**src/rtl/net_tx_arbiter_pkg.sv**
```systemverilog
// net_tx_arbiter_pkg: shared network-layer transmit definitions.
//   - arb_state_e      : arbiter FSM states (IDLE/XFER/DRAIN/GAP)
//   - GRANT_ARP/IP     : bit index of each source in the one-hot grant
//   - ETH_* defaults   : default frame-length limit and inter-frame gap
package net_tx_arbiter_pkg;

  typedef enum logic [1:0] {
    ST_IDLE  = 2'd0,
    ST_XFER  = 2'd1,
    ST_DRAIN = 2'd2,
    ST_GAP   = 2'd3
  } arb_state_e;

  localparam int GRANT_ARP = 0;
  localparam int GRANT_IP  = 1;

  localparam int ETH_MAX_FRAME_BYTES = 1514;
  localparam int ETH_IFG_CYCLES      = 2;

endpackage

```
**src/rtl/net_tx_rr_pick.sv**
```systemverilog
// net_tx_rr_pick: combinational two-requester round-robin pick.
//   req[1:0]    : requests, bit GRANT_ARP / GRANT_IP
//   last_served : source granted most recently (1 = IP, 0 = ARP)
//   gnt[1:0]    : one-hot pick, 0 when nobody requests
// On a tie the source that was not served last wins.
module net_tx_rr_pick
  import net_tx_arbiter_pkg::*;
(
  input  logic [1:0] req,
  input  logic       last_served,
  output logic [1:0] gnt
);

  always_comb begin
    gnt = 2'b00;
    unique case (req)
      2'b01:   gnt = 2'b01;
      2'b10:   gnt = 2'b10;
      2'b11:   gnt = (last_served == 1'(GRANT_IP)) ? 2'b01 : 2'b10;
      default: gnt = 2'b00;
    endcase
  end

endmodule

```
**src/rtl/net_tx_arbiter.sv**
```systemverilog
// net_tx_arbiter: packet-granular ARP/IP arbiter in front of the MAC tx FIFO.
//   logic_clk/logic_rstn           : clock, synchronous active-low reset
//   arp_t*                         : ARP source stream (valid/ready/last/data)
//   ip_t*                          : IP source stream
//   net_tmac_*                     : merged stream towards the MAC
//   arb_grant_out                  : one-hot grant, [0]=ARP [1]=IP, 0 in IDLE/GAP
//   arb_err_out                    : one-cycle pulse after a frame is truncated
// A grant is held first beat..tlast; frames longer than MAX_FRAME_BYTES are cut
// (forced last) and the rest of the source frame is swallowed in DRAIN.
// IFG_CYCLES idle cycles follow every frame.
// Optional macro NET_TX_ARBITER_STATS_EN adds 16-bit wrap-around counters
// arb_arp_frames_out, arb_ip_frames_out, arb_trunc_frames_out.
module net_tx_arbiter
  import net_tx_arbiter_pkg::*;
#(
  parameter int TDATA_WIDTH     = 8,
  parameter int IFG_CYCLES      = ETH_IFG_CYCLES,
  parameter int MAX_FRAME_BYTES = ETH_MAX_FRAME_BYTES
) (
  input  logic                   logic_clk,
  input  logic                   logic_rstn,
  input  logic [TDATA_WIDTH-1:0] arp_tdata_in,
  input  logic                   arp_tvalid_in,
  output logic                   arp_tready_out,
  input  logic                   arp_tlast_in,
  input  logic [TDATA_WIDTH-1:0] ip_tdata_in,
  input  logic                   ip_tvalid_in,
  output logic                   ip_tready_out,
  input  logic                   ip_tlast_in,
  output logic [TDATA_WIDTH-1:0] net_tmac_data_out,
  output logic                   net_tmac_valid_out,
  input  logic                   net_tmac_ready_in,
  output logic                   net_tmac_last_out,
  output logic [1:0]             arb_grant_out,
  output logic                   arb_err_out
`ifdef NET_TX_ARBITER_STATS_EN
  ,
  output logic [15:0]            arb_arp_frames_out,
  output logic [15:0]            arb_ip_frames_out,
  output logic [15:0]            arb_trunc_frames_out
`endif
);

  localparam int BW = $clog2(MAX_FRAME_BYTES + 1);
  localparam int GW = (IFG_CYCLES > 0) ? $clog2(IFG_CYCLES + 1) : 1;
  localparam logic [BW-1:0] BEAT_LAST = BW'(MAX_FRAME_BYTES - 1);
  localparam logic [GW-1:0] GAP_LAST  = GW'((IFG_CYCLES > 0) ? IFG_CYCLES - 1 : 0);
  // Frame end goes straight back to arbitration when no gap is configured.
  localparam arb_state_e END_STATE = (IFG_CYCLES > 0) ? ST_GAP : ST_IDLE;

  arb_state_e        state_q, state_d;
  logic [1:0]        grant_q, grant_d;
  logic              last_q, last_d;     // 1 = IP served last
  logic [BW-1:0]     beat_cnt_q, beat_cnt_d;
  logic [GW-1:0]     gap_cnt_q, gap_cnt_d;
  logic              err_q, err_d;

  logic [1:0]             pick;
  logic                   sel_ip;
  logic                   src_tvalid, src_tlast, src_tready, src_hs;
  logic [TDATA_WIDTH-1:0] src_tdata;
  logic                   in_xfer, in_drain, force_last;

  net_tx_rr_pick u_pick (
    .req         ({ip_tvalid_in, arp_tvalid_in}),
    .last_served (last_q),
    .gnt         (pick)
  );

  // Datapath: pure mux of the granted source, no storage.
  always_comb begin
    sel_ip     = grant_q[GRANT_IP];
    src_tvalid = sel_ip ? ip_tvalid_in : arp_tvalid_in;
    src_tlast  = sel_ip ? ip_tlast_in  : arp_tlast_in;
    src_tdata  = sel_ip ? ip_tdata_in  : arp_tdata_in;
    in_xfer    = (state_q == ST_XFER);
    in_drain   = (state_q == ST_DRAIN);
    force_last = (beat_cnt_q == BEAT_LAST) && !src_tlast;
    // DRAIN accepts unconditionally so the cut-off tail is discarded.
    src_tready = in_xfer ? net_tmac_ready_in : in_drain;
    src_hs     = src_tvalid && src_tready && (grant_q != 2'b00);

    arp_tready_out     = src_tready && grant_q[GRANT_ARP];
    ip_tready_out      = src_tready && grant_q[GRANT_IP];
    net_tmac_valid_out = in_xfer && src_tvalid;
    net_tmac_data_out  = in_xfer ? src_tdata : '0;
    net_tmac_last_out  = in_xfer && src_tvalid && (src_tlast || force_last);
    arb_grant_out      = grant_q;
    arb_err_out        = err_q;
  end

  always_comb begin
    state_d    = state_q;
    grant_d    = grant_q;
    last_d     = last_q;
    beat_cnt_d = beat_cnt_q;
    gap_cnt_d  = gap_cnt_q;
    err_d      = 1'b0;
    unique case (state_q)
      ST_IDLE: begin
        if (pick != 2'b00) begin
          grant_d    = pick;
          last_d     = pick[GRANT_IP];
          beat_cnt_d = '0;
          state_d    = ST_XFER;
        end
      end
      ST_XFER: begin
        if (src_hs) begin
          if (src_tlast) begin
            beat_cnt_d = '0;
            gap_cnt_d  = '0;
            grant_d    = 2'b00;
            state_d    = END_STATE;
          end else if (force_last) begin
            beat_cnt_d = '0;
            err_d      = 1'b1;
            state_d    = ST_DRAIN;
          end else begin
            beat_cnt_d = beat_cnt_q + 1'b1;
          end
        end
      end
      ST_DRAIN: begin
        if (src_hs && src_tlast) begin
          gap_cnt_d = '0;
          grant_d   = 2'b00;
          state_d   = END_STATE;
        end
      end
      ST_GAP: begin
        if (gap_cnt_q == GAP_LAST) state_d = ST_IDLE;
        else                       gap_cnt_d = gap_cnt_q + 1'b1;
      end
      default: state_d = ST_IDLE;
    endcase
  end

  always_ff @(posedge logic_clk) begin
    if (!logic_rstn) begin
      state_q    <= ST_IDLE;
      grant_q    <= 2'b00;
      last_q     <= 1'(GRANT_IP);
      beat_cnt_q <= '0;
      gap_cnt_q  <= '0;
      err_q      <= 1'b0;
    end else begin
      state_q    <= state_d;
      grant_q    <= grant_d;
      last_q     <= last_d;
      beat_cnt_q <= beat_cnt_d;
      gap_cnt_q  <= gap_cnt_d;
      err_q      <= err_d;
    end
  end

`ifdef NET_TX_ARBITER_STATS_EN
  logic [15:0] arp_frames_q, arp_frames_d;
  logic [15:0] ip_frames_q, ip_frames_d;
  logic [15:0] trunc_q, trunc_d;
  logic        frame_end;

  // A frame of a source is counted when its last output beat (real or forced)
  // is accepted.
  always_comb begin
    frame_end    = in_xfer && src_hs && (src_tlast || force_last);
    arp_frames_d = arp_frames_q + 16'(frame_end && grant_q[GRANT_ARP]);
    ip_frames_d  = ip_frames_q  + 16'(frame_end && grant_q[GRANT_IP]);
    trunc_d      = trunc_q      + 16'(err_d);
  end

  always_ff @(posedge logic_clk) begin
    if (!logic_rstn) begin
      arp_frames_q <= '0;
      ip_frames_q  <= '0;
      trunc_q      <= '0;
    end else begin
      arp_frames_q <= arp_frames_d;
      ip_frames_q  <= ip_frames_d;
      trunc_q      <= trunc_d;
    end
  end

  assign arb_arp_frames_out   = arp_frames_q;
  assign arb_ip_frames_out    = ip_frames_q;
  assign arb_trunc_frames_out = trunc_q;
`endif

endmodule

```
**config.mk**
```make
export PLATFORM = sky130hd
export DESIGN_NAME = net_tx_arbiter
export DESIGN_NICKNAME = d
export VERILOG_FILES = /design/src/rtl/net_tx_arbiter_pkg.sv /design/src/rtl/net_tx_rr_pick.sv /design/src/rtl/net_tx_arbiter.sv
export SDC_FILE = /design/constraint.sdc
export NUM_CORES = 1
export LEC_CHECK = 0
export BUFFER_PORTS_ARGS = -buffer_cell sky130_fd_sc_hd__buf_2
export CORE_ASPECT_RATIO = 1.25
export CORE_MARGIN = 2
export CORE_UTILIZATION = 25
export CTS_BUF_LIST = sky130_fd_sc_hd__clkbuf_8
export DETAILED_ROUTE_END_ITERATION = 8
export GPL_TIMING_DRIVEN = 0
export PLACE_DENSITY_LB_ADDON = 0.1
export SLEW_MARGIN = 10
export SYNTH_ARGS = -nofsm -noshare
export SYNTH_HDL_FRONTEND = slang
export SYNTH_SLANG_ARGS = --single-unit
export TNS_END_PERCENT = 1
```
**constraint.sdc**
```tcl
create_clock -name logic_clk -period 2.75 [get_ports logic_clk]
set_input_delay 0.275 -clock logic_clk [delete_from_list [all_inputs] [get_ports logic_clk]]
set_output_delay 0.275 -clock logic_clk [all_outputs]
set_load 0.05 [all_outputs]
```
# Yosys cells after proc, flatten, opt, wreduce, memory -nomap -nowiden
# Cells that the tools add are included.
[op_classes]
n_bitwise = 3
n_reduce_logical = 22
muxes = 27
n_addsub = 2
eq_ne = 15
[op_table]
columns = ["operator", "n"]
rows = [
  ["11-bit 2-to-1 mux", 4],
  ["2-bit 2-to-1 mux", 12],
  ["11-bit case mux with 2 select lines", 1],
  ["2-bit case mux with 3 select lines", 3],
  ["8-bit 2-to-1 mux", 2],
  ["5-bit AND reduction", 3],
  ["11-bit by 1-bit adder with 11-bit output (second input constant)", 1],
  ["11-bit == test (second input constant)", 1],
  ["2-bit inequality test (second input constant)", 5],
  ["2-bit == test (second input constant)", 4],
  ["1-bit logical AND", 8],
  ["2-bit case mux with 4 select lines", 1],
  ["2-bit by 1-bit == test with 1-bit output (second input constant)", 3],
  ["2-bit nonzero test", 3],
  ["3-bit nonzero test", 2],
  ["1-bit 2-to-1 mux", 4],
  ["4-bit OR reduction", 1],
  ["3-bit by 2-bit inequality test with 1-bit output (second input constant)", 1],
  ["1-bit NOT", 3],
  ["3-bit AND reduction", 1],
  ["2-bit by 1-bit adder with 2-bit output (second input constant)", 1],
  ["2-bit logical NOT", 1],
  ["2-bit by 1-bit inequality test with 1-bit output (second input constant)", 1],
  ["2-bit AND reduction", 1],
  ["2 further kinds", 2],
]
[word_totals]
register_bits = 19
output_inout_bits = 15
wordCells = 75

# Longest topological paths before layout
# Gate-level depths: netlist of run 1.
[depth]
word_depth = 7
ltp_mapped = 8

# Hierarchy
# A second synthesis of run 1 with hierarchy kept.
[unflattened]
cells_unflattened = 164
area_unflattened_um2 = 1372.6
[by_module_without_submodules]
columns = ["mod", "seq_area_each_um2", "cells_each", "area_each_um2", "instances"]
rows = [
  ["net_tx_arbiter", 380.4, 161, 1353.8, 1],
  ["net_tx_rr_pick", 0.0, 3, 18.8, 1],
]

# Worst setup path before layout of run 1
# Ideal clock, no wire load.
[synth_path]
path_kind = "reg2out"
startpoint = "reg grant_q[1] (netlist: arb_grant_out[1])"
endpoint = "out net_tmac_last_out"
t_arrival_ns = 2.916
path_slack_ns = -0.441
path_stages_with_launch = 5
cell_sequence = "dfxtp_1 buf_2 mux2i_1 nor2b_1 a21boi_0"
[synth_lines]
columns = ["element", "line", "text"]
rows = [
  ["from (decl)", "net_tx_arbiter.sv:52", "logic [1:0] grant_q, grant_d;"],
  ["from (signal assigned)", "net_tx_arbiter.sv:149", "grant_q <= grant_d;"],
  ["1-bit 2-to-1 mux", "net_tx_arbiter.sv:73", "src_tvalid = sel_ip ? ip_tvalid_in : arp_tvalid_in;"],
  ["1-bit logical AND", "-", ""],
  ["via net_tmac_valid_out", "net_tx_arbiter.sv:31", "output logic net_tmac_valid_out,"],
  ["1-bit logical AND", "net_tx_arbiter.sv:87", "net_tmac_last_out = in_xfer && src_tvalid && (src_tlast || force_last);"],
  ["to (decl)", "net_tx_arbiter.sv:33", "output logic net_tmac_last_out,"],
]
# The timed path passes the listed nets, and every way through them passes these cells.

# Final worst setup path of run 1
[layout_path]
startpoint = "reg state_q[1]"
endpoint = "reg beat_cnt_q[6]"
[layout_via]
elab_chain_cells = 6
[layout_lines]
columns = ["element", "line", "text"]
rows = [
  ["from (decl)", "net_tx_arbiter.sv:51", "arb_state_e state_q, state_d;"],
  ["from (signal assigned)", "net_tx_arbiter.sv:148", "state_q <= state_d;"],
  ["2-bit == test or 2-bit by 1-bit == test with 1-bit output (tied branches)", "net_tx_arbiter.sv:77, net_tx_arbiter.sv:76, net_tx_arbiter.sv:99", ""],
  ["1-bit 2-to-1 mux", "net_tx_arbiter.sv:80", "src_tready = in_xfer ? net_tmac_ready_in : in_drain;"],
  ["1-bit logical AND (2 in series)", "net_tx_arbiter.sv:81", "src_hs = src_tvalid && src_tready && (grant_q != 2'b00);"],
  ["2-bit inequality test (no source line)", "-", ""],
  ["3-bit AND reduction (no source line)", "-", ""],
  ["to (signal assigned)", "net_tx_arbiter.sv:151", "beat_cnt_q <= beat_cnt_d;"],
  ["to (decl)", "net_tx_arbiter.sv:54", "logic [BW-1:0] beat_cnt_q, beat_cnt_d;"],
]
# Several ways; a longest one is shown, not always the timed one.
# A chain may end at the register's enable or synchronous reset.

==> impl_metrics.env, run 1 <==
export IMPL_routabilityCongestion=0.716
export IMPL_cts_buffers_inserted=3
export IMPL_min_period_over_period_pct=81.9
export IMPL_drc=0
export IMPL_worst_slew_pin_slew_ns=0.630
export IMPL_totalWireLength_um=3680
export IMPL_postCtsSetupBuffers=0
export IMPL_grt_use_total_pct=12.2
export IMPL_crit_arrival_ns=2.40
export IMPL_relSlewSlack_pct=58.0
export IMPL_p_per_area_mw_per_mm2=833
export IMPL_worstPathRequired_ns=2.90
export IMPL_power_total_mw=1.43
export IMPL_avgViaCountPerCell=4.93
export IMPL_row_count=30
export IMPL_final_cells=270
export IMPL_hold_path_class="in2reg"
export IMPL_ys_seq_area_share_pct=27.1
export IMPL_crit_path_max_fanout=10
export IMPL_clk_latency_ns=0.26
export IMPL_pin_count=38
export IMPL_hold_buffers=0
export IMPL_ys_types=41
export IMPL_rsz0062_at_grt="no"
export IMPL_worst_r2r_cell_count=8
export IMPL_min_path_cells=3
export IMPL_avgSynthCellArea_sq_um=8.52
export IMPL_cts_root_buf="clkbuf_8"
export IMPL_synth_largest_area_cell="dfxtp_1"
export IMPL_grt_ovfl_total=0
export IMPL_worstSetupEndpointType="flip-flop"
export IMPL_antenna_left=0
export IMPL_cp_num_buf_inv=2
export IMPL_cts_tree="yes"
export IMPL_crit_family="compound AO/OA/AOI/OAI gates"
export IMPL_p_leak_nw=0.704
export IMPL_nets=239
export IMPL_maxSlewViolCount=0
export IMPL_coreArea_sq_mm=0.00544
export IMPL_port_buffers=37
export IMPL_min_from="net_tmac_ready_in"
export IMPL_hpwl_um=2850
export IMPL_grt_max_degree=11
export IMPL_cts_resized=0
export IMPL_antenna_found_initial=0
export IMPL_yosysTopAreaCellShare_pct=27.1
export IMPL_synth_seq_cells=19
export IMPL_clock_path_buffers=2
export IMPL_firstDrtPassIters=4
export IMPL_r2r_slack_ns=0.50
export IMPL_outcome="complete, no violations"
export IMPL_slowest_delay_ns=0.54
export IMPL_synth_area_leaders="dfxtp_1, mux2i_1, ha_1, nor2b_1, o21ai_0"
export IMPL_diodes=0
export IMPL_synthCells=165
export IMPL_crit_slowest_cell="a211oi_4"
export IMPL_path_class="reg2reg"
export IMPL_yosys_warnings=0
export IMPL_post_drt_wl_per_cell_um=13.6
export IMPL_setup_tns_ns=0
export IMPL_dieWidth_um=71.1
export IMPL_synth_cell_area_sq_mm=0.00141
export IMPL_die_area_sq_mm=0.00624
export IMPL_setup_viol=0
export IMPL_cts_sinks=19
export IMPL_drive_above_1_share_pct=25.7
export IMPL_start_kind="flip-flop"
export IMPL_dieHeight_um=87.8
export IMPL_placedCellCount=266
export IMPL_r2r_start="state_q[1]"
export IMPL_num_vias=1331
export IMPL_start_util_pct=25.8
export IMPL_area_delta_synth_final_pct=22.4
export IMPL_drtIter0Drc=65
export IMPL_htreeDepth=1
export IMPL_fmaxAchievable_mhz=444
export IMPL_synth_edf_count=0
export IMPL_finalCriticalPeriod_ns=2.25
export IMPL_synthesis_nets=197
export IMPL_clkSlewWorstSetupHoldPaths_ns=0.08
export IMPL_r2r_end="beat_cnt_q[6]"
export IMPL_synthFlopType="dfxtp_1"
export IMPL_cp_cell_sequence="inv_1 > ha_1 > buf_2 > a21boi_0 > a211oi_4 > or2b_4 > o21ai_1 > a21o_1"
export IMPL_min_to="arb_err_out"
export IMPL_ys_async_sr_fraction_pct=0
export IMPL_grt_pass1_vias=1287
export IMPL_grt_pass1_wl_um=6080
export IMPL_final_hold_violation_count=0
export IMPL_skew_ns=0.00961
export IMPL_ir_drop_uv=355
export IMPL_cap_violations=0
report_power, final:
part	switching [mW]	internal, mW	leakage [nW]
logic	0.574	0.306	0.523
registers	0.0417	0.311	0.154
clock network	0.100	0.0994	0.0269
total	0.716	0.717	0.704
sequential cells by signal, indices dropped and copies added, names as in the netlist:
signal,flops
arb_err_out,1
arb_grant_out,2
beat_cnt_q,11
gap_cnt_q,2
last_q,1
state_q,2
worst max path at each step:
stage          slack [ns]        startpoint  cells past startpoint              endpoint
2_1_floorplan        0.17  arb_grant_out[1]                      4     net_tmac_last_out
3_3_place_gp         0.51        state_q[1]                      8         beat_cnt_q[6]
3_5_place_dp         0.52        state_q[1]                      8         beat_cnt_q[6]
4_1_cts              0.48        state_q[1]                      8         beat_cnt_q[6]
5_1_grt              0.33        state_q[0]                      5  net_tmac_data_out[0]
6_report             0.50        state_q[1]                      8         beat_cnt_q[6]
cell usage after synthesis (2+ instances only):
cell,number
nand2_1,13
nand2b_1,2
a21oi_1,5
nor4_1,2
nand3b_1,4
nor2b_1,12
a21o_1,4
nand4b_1,4
nor2_1,5
inv_1,7
a31oi_1,3
mux2i_1,14
ha_1,9
o21ai_1,3
a21boi_0,3
clkbuf_1,3
dfxtp_1,19
nor3_1,4
buf_2,2
nand3_1,10
and3_1,2
o21ai_0,14
nor3b_1,3
through the flow:
step                      hold WS (ns)  instance area (sq um)  util (%)  setup slack (ns)
after global placement           0.466                   1670      30.8             0.506
final                            0.325                   1720      31.6             0.499
after global routing             0.325                   1720      31.6             0.330
after floorplan                  0.424                   1410         -             0.170
after CTS                        0.309                   1720      31.6             0.484
after detailed placement         0.470                   1670      30.8             0.518
cell usage in the layout (no fill, tap or decap), types with 2 or more instances in the layout:
master / count
a21boi_0: 2
a21o_1: 4
a21oi_1: 5
a31oi_1: 3
and3_1: 2
buf_2: 39
clkbuf_1: 3
clkbuf_8: 3
dfxtp_1: 19
ha_1: 9
inv_1: 8
mux2i_1: 14
nand2_1: 13
nand2b_1: 2
nand3_1: 10
nand3b_1: 4
nand4b_1: 4
nor2_1: 5
nor2b_1: 12
nor3_1: 4
nor3b_1: 3
nor4_1: 2
o21ai_0: 14
o21ai_1: 3
worst register-to-register path: cells and delay by family (launching register included):
family	cells	cell delay, ns
adder cells (fa/ha/maj)	1	0.19
buffers and inverters	2	0.31
AO/OA/AOI/OAI	4	0.97
flip-flops	1	0.42
AND/OR/NAND/NOR	1	0.26
cell type report:
class                           count  area [sq um]
Buffer                              6          25.0
Clock buffer                        3          41.3
Clock inverter                      1          3.75
Fill cell                         603          3720
Inverter                            7          26.3
Multi-Input combinational cell    133           977
Sequential cell                    19           380
Tap cell                           64          80.1
Timing Repair Buffer               37           185
layer usage:
metal	vias to the layer above	GRT usage, %	part of all wire [%]	wire [um]
met5	-	0	0	0
met4	0	3.09	0.79	29
met3	2	2.65	3.6	133
met2	17	23.1	52	1900
met1	627	13.9	44	1610
li1	685	-	-	-
cell families (layout without fill, tap and decap cells):
logic type | Yosys count | after routing | synth area share [%]
multiplexers | 15 | 15 | 11.0
buffers and inverters | 13 | 54 | 3.65
adder cells (fa/ha/maj) | 9 | 9 | 8.01
flip-flops | 19 | 19 | 27.1
AND/OR/NAND/NOR | 70 | 70 | 31.3
AO/OA/AOI/OAI | 39 | 39 | 19.1
No activity file was read; power rests on OpenSTA's default activity.
==> run 2: changes to the inputs <==
clock period = 1.9 ns   (was 2.75 ns; I/O delays follow)
==> run 2 against run 1 <==
  * Register-to-register slack got worse by 0.39 ns
  * Cell count increased by 3.7%
  * Sequential power increased by 48%
  * Design area increased by 16%
  * Via count increased by 3.5%
==> impl_metrics.env, run 2 (same netlist as run 1, synthesis figures left out) <==
export IMPL_outcome="complete, no violations"
export IMPL_hpwl_um=2940
export IMPL_p_leak_nw=0.797
export IMPL_clock_path_buffers=2
export IMPL_avgViaCountPerCell=4.92
export IMPL_cts_root_buf="clkbuf_8"
export IMPL_area_delta_synth_final_pct=42.0
export IMPL_row_count=30
export IMPL_sw_frac_of_total_pct=45.7
export IMPL_finalCriticalPeriod_ns=1.90
export IMPL_post_drt_wl_per_cell_um=13.9
export IMPL_power_internal_mw=1.30
export IMPL_placed_cell_area_sq_mm=0.00175
export IMPL_p_comb_share_pct=66.3
export IMPL_grt_use_total_pct=12.8
export IMPL_crit_path_max_fanout=6
export IMPL_p_per_area_mw_per_mm2=1200
export IMPL_layout_common_cells="buf_2, buf_4, o21ai_0"
export IMPL_top_register="beat_cnt_q"
export IMPL_multi_input_area_sq_mm=0.00111
export IMPL_use_met3_pct=2.07
export IMPL_setup_tns_ns=0
export IMPL_drtIter0Drc=46
export IMPL_grt_ovfl_total=0
export IMPL_clkPwrFrac_pct=11.9
export IMPL_mostFrequentLayoutCell="buf_2"
export IMPL_place_ws_ns=-0.239
export IMPL_grt_pass1_wl_um=6490
export IMPL_grt_pass1_vias=1413
export IMPL_final_cell_area_sq_mm=0.00200
export IMPL_coreArea_sq_mm=0.00544
export IMPL_hold_slack_ns=0.229
export IMPL_routabilityCongestion=0.754
export IMPL_antenna_left=0
export IMPL_worstSetupEndpointType="primary output"
export IMPL_skew_ns=0.00638
export IMPL_start_kind="flip-flop"
export IMPL_drc=0
export IMPL_p_sw_mw=1.10
export IMPL_crit_arrival_ns=1.71
export IMPL_antenna_found_initial=0
export IMPL_power_total_mw=2.40
export IMPL_worst_r2r_cell_count=6
export IMPL_rsz0062_at_grt="yes"
export IMPL_num_vias=1377
export IMPL_clk_latency_ns=0.26
export IMPL_regArea_sq_um=400
export IMPL_worstPathRequired_ns=1.71
export IMPL_nets=249
export IMPL_relSlewSlack_pct=61.5
export IMPL_clkSlewWorstSetupHoldPaths_ns=0.08
export IMPL_cts_tree="yes"
export IMPL_min_period_over_period_pct=100
export IMPL_pin_count=38
export IMPL_maxSlewViolCount=0
export IMPL_drive_above_1_share_pct=44.0
export IMPL_hold_path_class="in2reg"
export IMPL_htreeDepth=1
export IMPL_start_util_pct=25.8
export IMPL_nFillCells=555
export IMPL_totalWireLength_um=3890
export IMPL_seqPwrFrac_pct=21.8
export IMPL_final_cells=280
export IMPL_grt_max_degree=11
export IMPL_firstDrtPassIters=4
export IMPL_setup_ws_ns=0.000877
export IMPL_hold_buffers=0
export IMPL_grt_busiest_layer="met2"
export IMPL_ir_drop_uv=511
export IMPL_cts_buffers_inserted=3
export IMPL_placedCellCount=266
export IMPL_utilization_pct=36.7
export IMPL_final_hold_violation_count=0
export IMPL_diodes=0
export IMPL_fmaxAchievable_mhz=527
export IMPL_path_class="reg2out"
export IMPL_grt_util_met1_pct=14.0
export IMPL_largest_reg_flops=11
export IMPL_port_buffers=37
export IMPL_cap_violations=0
export IMPL_worst_slew_pin_slew_ns=0.573
export IMPL_min_path_cells=3
export IMPL_die_area_sq_mm=0.00624
export IMPL_setup_viol=0
export IMPL_dieHeight_um=87.8
export IMPL_dieWidth_um=71.1
export IMPL_cts_sinks=19
export IMPL_grt_met2_usage_pct=25.5
[run 2: changes by cell type in the layout (fill, tap and decap cells not counted), moves of 3 or more]
| cell | before | now |
|---|---|---|
| nor3b_1 | 3 | 0 |
| nor2b_1 | 12 | 2 |
| buf_4 | 0 | 16 |
| dfxtp_1 | 19 | 11 |
| nor2b_4 | 0 | 9 |
| dfxtp_4 | 0 | 4 |
| buf_2 | 39 | 29 |
| dfxtp_2 | 0 | 4 |
| buf_6 | 0 | 4 |
| nor3b_2 | 0 | 3 |
[run 2: power groups by stage]
stage	Clock (mW)	Combinational, mW	Sequential (mW)
after floorplan	0	1.06	0.559
after global placement	0	1.37	0.520
after detailed placement	0	1.38	0.522
after CTS	0.300	1.53	0.518
after global routing	0.314	1.74	0.530
final	0.286	1.59	0.522
[run 2: cell type report]
| type | instances | share of cell area, % |
|---|---|---|
| inverter | 7 | 1.32 |
| clock buffer | 3 | 2.07 |
| timing repair buffer | 47 | 14.7 |
| buffer | 6 | 1.94 |
| multi-input combinational | 133 | 55.7 |
| sequential | 19 | 20.1 |
| tap | 64 | 4.01 |
| clock inverter | 1 | 0.188 |
[run 2: final timing paths]
| kind | startpoint | end | slack, ns |
|---|---|---|---|
| max reg2reg | beat_cnt_q[2] | beat_cnt_q[8] | 0.11 |
| min reg2reg | gap_cnt_q[1] | gap_cnt_q[1] | 0.48 |
| min | net_tmac_ready_in | arb_err_out | 0.23 |
| max | beat_cnt_q[2] | net_tmac_last_out | 0.0009 |
[run 2: layer usage]
metal	wire, um	vias up
li1	-	709
met1	1670	649
met2	2110	17
met3	90	2
met4	21	0
met5	0	-
[run 2: worst max-delay path: stages, from the launching register on]
cell	delay [ns]
dfxtp_4	0.37
or3b_4	0.38
or3_4	0.40
a21boi_4	0.14
buf_6	0.17
[run 2: what timing repair did]
| action | in CTS | in global routing |
|---|---|---|
| buffers inserted | 8 | 2 |
| endpoints found under the setup margin | 22 | 22 |
| gates resized for setup | 28 | 14 |
| pin swaps | 3 | 4 |
